<file path="src/rtl/bcd_countdown_timer_if.sv">
// Control and display bundle between the key front-end and the BCD countdown timer.
// The master drives load/start/pause/clear; the slave (timer) drives the display and status.
interface bcd_countdown_timer_if #(
  parameter int unsigned MIN_DIGITS = 2
);
  localparam int unsigned ND = MIN_DIGITS + 2;

  logic            load;
  logic [4*ND-1:0] load_value;
  logic            start;
  logic            pause;
  logic            clear;
  logic [4*ND-1:0] digits;
  logic            running;
  logic            alarm;
  logic            done;

  modport master (
    output load, load_value, start, pause, clear,
    input  digits, running, alarm, done
  );

  modport slave (
    input  load, load_value, start, pause, clear,
    output digits, running, alarm, done
  );
endinterface

</file>
<file path="src/rtl/bcd_countdown_timer.sv">
// BCD MM..M:SS countdown timer with one-second prescaler and expiry alarm.
// Define BCD_TIMER_ALARM_BLINK_EN to make the alarm toggle every tick while expired.
module bcd_countdown_timer #(
  parameter int unsigned TICK_DIV   = 50000000,
  parameter int unsigned MIN_DIGITS = 2
) (
  input logic                  clkIn,
  input logic                  reset_btn,
  bcd_countdown_timer_if.slave tmr
);
  localparam int unsigned ND = MIN_DIGITS + 2;
  localparam int unsigned DW = 4 * ND;
  localparam int unsigned PW = (TICK_DIV > 1) ? $clog2(TICK_DIV) : 1;
  localparam logic [PW-1:0] PMax = PW'(TICK_DIV - 1);

  typedef enum logic [1:0] {StIdle, StRun, StPaused, StExpired} state_e;

  state_e          state_q, state_d;
  logic [DW-1:0]   digits_q, digits_d;
  logic [PW-1:0]   presc_q, presc_d;
  logic            running_q, running_d;
  logic            alarm_q, alarm_d;
  logic            done_q, done_d;
  logic            presc_en;
  logic            tick;
  logic [DW-1:0]   dec_val;

  // sec_10 clamps at 5, every other digit at 9.
  function automatic logic [DW-1:0] sanitise(input logic [DW-1:0] v);
    logic [DW-1:0] r;
    r = v;
    for (int unsigned i = 0; i < ND; i++) begin
      if (i == 1) begin
        if (v[4*i +: 4] > 4'd5) r[4*i +: 4] = 4'd5;
      end else if (v[4*i +: 4] > 4'd9) begin
        r[4*i +: 4] = 4'd9;
      end
    end
    return r;
  endfunction

  function automatic logic [DW-1:0] bcd_dec(input logic [DW-1:0] v);
    logic [DW-1:0] r;
    logic          borrow;
    r      = v;
    borrow = 1'b1;
    for (int unsigned i = 0; i < ND; i++) begin
      if (borrow) begin
        if (v[4*i +: 4] == 4'd0) begin
          r[4*i +: 4] = (i == 1) ? 4'd5 : 4'd9;
        end else begin
          r[4*i +: 4] = v[4*i +: 4] - 4'd1;
          borrow      = 1'b0;
        end
      end
    end
    return r;
  endfunction

`ifdef BCD_TIMER_ALARM_BLINK_EN
  assign presc_en = (state_q == StRun) || (state_q == StExpired);
`else
  assign presc_en = (state_q == StRun);
`endif

  assign tick    = presc_en && (presc_q == PMax);
  assign dec_val = bcd_dec(digits_q);

  always_comb begin
    state_d  = state_q;
    digits_d = digits_q;
    presc_d  = presc_q;
    done_d   = 1'b0;

    if (tmr.clear) begin
      state_d  = StIdle;
      digits_d = '0;
      presc_d  = '0;
    end else if (tmr.load && (state_q != StRun)) begin
      state_d  = StIdle;
      digits_d = sanitise(tmr.load_value);
    end else if (tmr.start && ((state_q == StIdle) || (state_q == StPaused)) &&
                 (|digits_q)) begin
      // Resuming from PAUSED keeps the partially elapsed second.
      state_d = StRun;
      if (state_q == StIdle) presc_d = '0;
    end else if (tmr.pause && (state_q == StRun)) begin
      state_d = StPaused;
    end else if (state_q == StRun) begin
      presc_d = tick ? '0 : presc_q + 1'b1;
      if (tick) begin
        digits_d = dec_val;
        if (dec_val == '0) begin
          state_d = StExpired;
          done_d  = 1'b1;
        end
      end
`ifdef BCD_TIMER_ALARM_BLINK_EN
    end else if (state_q == StExpired) begin
      presc_d = tick ? '0 : presc_q + 1'b1;
`endif
    end
  end

  always_comb begin
    running_d = (state_d == StRun);
`ifdef BCD_TIMER_ALARM_BLINK_EN
    if (state_d != StExpired) begin
      alarm_d = 1'b0;
    end else if (state_q != StExpired) begin
      alarm_d = 1'b1;
    end else begin
      alarm_d = tick ? ~alarm_q : alarm_q;
    end
`else
    alarm_d = (state_d == StExpired);
`endif
  end

  always_ff @(posedge clkIn) begin
    if (reset_btn) begin
      state_q   <= StIdle;
      digits_q  <= '0;
      presc_q   <= '0;
      running_q <= 1'b0;
      alarm_q   <= 1'b0;
      done_q    <= 1'b0;
    end else begin
      state_q   <= state_d;
      digits_q  <= digits_d;
      presc_q   <= presc_d;
      running_q <= running_d;
      alarm_q   <= alarm_d;
      done_q    <= done_d;
    end
  end

  assign tmr.digits  = digits_q;
  assign tmr.running = running_q;
  assign tmr.alarm   = alarm_q;
  assign tmr.done    = done_q;
endmodule

</file>
<file path="src/flat_wrapper.sv">
// flat-port wrapper written by rule: the top's interface ports become plain ports
module bcd_countdown_timer_flat 
#(
  parameter int unsigned TICK_DIV   = 50000000,
  parameter int unsigned MIN_DIGITS = 2
)
  (clkIn, reset_btn, tmr_load, tmr_load_value, tmr_start, tmr_pause, tmr_clear, tmr_digits, tmr_running, tmr_alarm, tmr_done);
  bcd_countdown_timer_if #(.MIN_DIGITS(MIN_DIGITS)) tmr_i ();
  input logic clkIn;
  input logic reset_btn;
  input wire logic [$bits(tmr_i.load)-1:0] tmr_load;
  input wire logic [$bits(tmr_i.load_value)-1:0] tmr_load_value;
  input wire logic [$bits(tmr_i.start)-1:0] tmr_start;
  input wire logic [$bits(tmr_i.pause)-1:0] tmr_pause;
  input wire logic [$bits(tmr_i.clear)-1:0] tmr_clear;
  output wire logic [$bits(tmr_i.digits)-1:0] tmr_digits;
  output wire logic [$bits(tmr_i.running)-1:0] tmr_running;
  output wire logic [$bits(tmr_i.alarm)-1:0] tmr_alarm;
  output wire logic [$bits(tmr_i.done)-1:0] tmr_done;
  assign tmr_i.load = tmr_load;
  assign tmr_i.load_value = tmr_load_value;
  assign tmr_i.start = tmr_start;
  assign tmr_i.pause = tmr_pause;
  assign tmr_i.clear = tmr_clear;
  assign tmr_digits = tmr_i.digits;
  assign tmr_running = tmr_i.running;
  assign tmr_alarm = tmr_i.alarm;
  assign tmr_done = tmr_i.done;
  bcd_countdown_timer #(.TICK_DIV(TICK_DIV), .MIN_DIGITS(MIN_DIGITS)) u_core (.clkIn(clkIn), .reset_btn(reset_btn), .tmr(tmr_i));
endmodule
</file>
<file path="config.mk">
export PLATFORM = sky130hd
export DESIGN_NAME = bcd_countdown_timer_flat
export DESIGN_NICKNAME = d
export VERILOG_FILES = /design/src/rtl/bcd_countdown_timer_if.sv /design/src/rtl/bcd_countdown_timer.sv /design/src/flat_wrapper.sv
export SDC_FILE = /design/constraint.sdc
export NUM_CORES = 1
export LEC_CHECK = 0
export ABC_CLOCK_PERIOD_IN_PS = 2800
export BUFFER_PORTS_ARGS = -buffer_cell sky130_fd_sc_hd__buf_2
export CORE_MARGIN = 5
export CORE_UTILIZATION = 51
export DETAILED_ROUTE_END_ITERATION = 12
export PLACE_DENSITY = 0.74
export SYNTH_ARGS = -nofsm -noshare
export SYNTH_HDL_FRONTEND = slang
export SYNTH_SLANG_ARGS = --single-unit
</file>
<file path="constraint.sdc">
create_clock -name clkIn -period 2.8 [get_ports clkIn]
set_clock_uncertainty 0.05 [all_clocks]
set_input_delay 0.42 -clock clkIn [delete_from_list [all_inputs] [get_ports clkIn]]
set_output_delay 0.42 -clock clkIn [all_outputs]
set_load 0.005 [all_outputs]
</file>
==> out/results.ini <==
[clock_tree]
cts_max_path_buffers = 2
cts_setup_buffers = 0
numCtsBuffers = 5
cts_hold_buf = 0
cts_resized = 1
cts.sinks = 47
cts-htree-levels = 2
clk_latency_ns = 0.31
clock-root-buffer = clkbuf_8
cts_tree = done
path_clk_slew_ns = 0.10

[yosys]
yosys-top-cells-area = dfxtp_1 31%, nand2_1 6.3%, a31oi_1 5.0%, nand4_1 4.6%, nor3_1 3.5%
syn_area_sq_um = 2990
synth_edf_count = 0
ys_warn_count = 0
synth_top_area_cell = dfxtp_1
yosysMostFrequentCell = nand2_1
syn-num-nets = 401
ys_types = 59
synth_ff_type = dfxtp_1
ys_seq_elements = 47
synthesis.instances = 378
synthArstFlopShare_pct = 0
synthTopCellsByCount = 50 x nand2_1, 47 x dfxtp_1, 25 x nor2_1
synth_top_cell_area_share_pct = 31.4
synth.avg_cell_area_sq_um = 7.92
yosysSeqAreaShare_pct = 31.4

[cells_and_area]
area_growth_syn_to_layout_pct = 13.3
drive_above_1_share_pct = 18.1
multiInputGateArea_sq_um = 1930
seq_area_sq_um = 941
antenna_cells = 0
final_nets = 437
fillers = 560

[sta]
period_share_pct = 92.4
hold_viol_final = 0
slew_viol_final = 0
fmax_mhz = 387
relSlewSlack_pct = 52.0
whs_ns = 0.248
tightest_slew_ns = 0.719
rsz0062_at_grt = no
period_minus_slack_ns = 2.59
setup-violations-final = 0

[worst_setup_path]
startpoint_type = flip-flop
path_max_fanout = 16
worstRegToRegCells = 5
cp.required_ns = 2.97
cp-end-kind = flip-flop
critical_path_class = flip-flop to flip-flop
crit_arrival_ns = 2.76

[floorplan]
die_area_sq_um = 7500
dieWidth_um = 86.6
core_sq_um = 5820
pin_count = 41
die_h_um = 86.6
rows = 28
start_util_pct = 51.5

[routing]
ant_nets = 0
drt_first_iter_violations = 308
routed_wl_um = 8610
vias = 3173
viasPerCell = 6.48
wl_per_cell_um = 17.6
route.detailed.drc = 0
firstDrtPassIters = 5

[outcome]
status = finished clean

[power_and_ir_drop]
power_uw = 1430
leakage_uw = 0.00120
ir_drop_mv = 0.274
p_per_area_nw_per_um2 = 422

[run]
cap_violations = 0

[worst_hold_path]
hold_path_class = input port to flip-flop
worstHoldPathCells = 2

[place]
gp_congestion = 0.922
detailed_place_hpwl_um = 6230
port_buffers = 40

[grt]
grt_start_max_net_pins = 20
grt_pass1_wl_um = 14400
overflow = 0
antenna_found_initial = 0
grt_use_total_pct = 23.8
grt_pass1_vias = 2948

==> worst paths after layout <==
path                                                   startpoint                              end  slack, ns
worst min-delay path                                    reset_btn     u_core.state_q[1]$_SDFF_PP0_       0.25
worst max register to register  u_core.tmr.digits[2]$_SDFFE_PP0P_   u_core.presc_q[2]$_SDFFE_PP0P_       0.21
worst min register to register    u_core.presc_q[23]$_SDFFE_PP0P_  u_core.presc_q[23]$_SDFFE_PP0P_       0.44
worst max-delay path            u_core.tmr.digits[2]$_SDFFE_PP0P_   u_core.presc_q[2]$_SDFFE_PP0P_       0.21
==> report_power, final <==
part / leakage, uW / internal [uW] / total, uW / switching, uW
clock: 0.0000612 / 290 / 538 / 248
sequential: 0.000380 / 678 / 694 / 16.2
combinational: 0.000754 / 76.3 / 201 / 125
==> placed cells by master, fill, tap and decap left out, types with 8 or more instances in the layout <==
master / count
nor4_1: 9
buf_4: 12
a21oi_1: 13
nor3_1: 20
buf_2: 40
nor2_1: 25
o21ai_0: 15
dfxtp_1: 47
nand4_1: 22
a31oi_1: 24
nand3_1: 19
and4_1: 8
nand2_1: 50
==> critical path, stage by stage, from the launching register on <==
cell and delay (ns):
dfxtp_1 0.39, nor4_4 0.48, nand4_2 0.24, o311ai_4 0.66, nand3_1 0.36, o311ai_1 0.31
==> per-stage QoR <==
stage | TNS [ns] | setup WS, ns | std cells | util (%) | area, sq um
CTS | 0 | 0.238 | 490 | 58.3 | 3390
global placement | 0 | 0.00713 | 482 | 56.2 | 3270
global route | 0 | 0.0614 | 490 | 58.3 | 3390
floorplan | 0 | 0.648 | 378 | - | 2990
detailed placement | -0.343 | -0.0559 | 482 | 56.2 | 3270
finish | 0 | 0.214 | 490 | 58.3 | 3390
==> layer usage <==
metal | global-route usage (%) | wire length, um | share of wire [%] | vias to the layer above
li1 | - | - | - | 1539
met1 | 31.7 | 3730 | 43 | 1491
met2 | 38.1 | 4160 | 48 | 129
met3 | 3.80 | 525 | 6.1 | 14
met4 | 10.3 | 193 | 2.2 | 0
met5 | 0 | 0 | 0 | -
==> cells by family (layout without fill, tap and decap cells) <==
group                    Yosys count  after routing  synth area share (%)
AO/OA/AOI/OAI                     86             86                  19.6
XOR/XNOR                           2              2                 0.585
adder cells (fa/ha/maj)            1              1                 0.418
buffers and inverters             28             65                  4.22
flip-flops                        47             47                  31.4
multiplexers                       6              6                  2.01
AND/OR/NAND/NOR                  208            208                  41.8
==> sequential cells by signal (all words and copies together), names as in the netlist <==
register,count
u_core.presc_q,26
u_core.tmr.digits,16
u_core.tmr.alarm,1
u_core.tmr.running,1
u_core.tmr.done,1
u_core.state_q,2
==> final cells by class <==
| cell class | count | share of cell area, % |
|---|---|---|
| Sequential cell | 47 | 27.7 |
| Inverter | 5 | 0.553 |
| Clock buffer | 6 | 2.43 |
| Clock inverter | 2 | 1.03 |
| Timing Repair Buffer | 52 | 8.56 |
| Multi-Input combinational cell | 303 | 56.9 |
| Tap cell | 75 | 2.77 |
No activity file was read; power rests on OpenSTA's default activity.
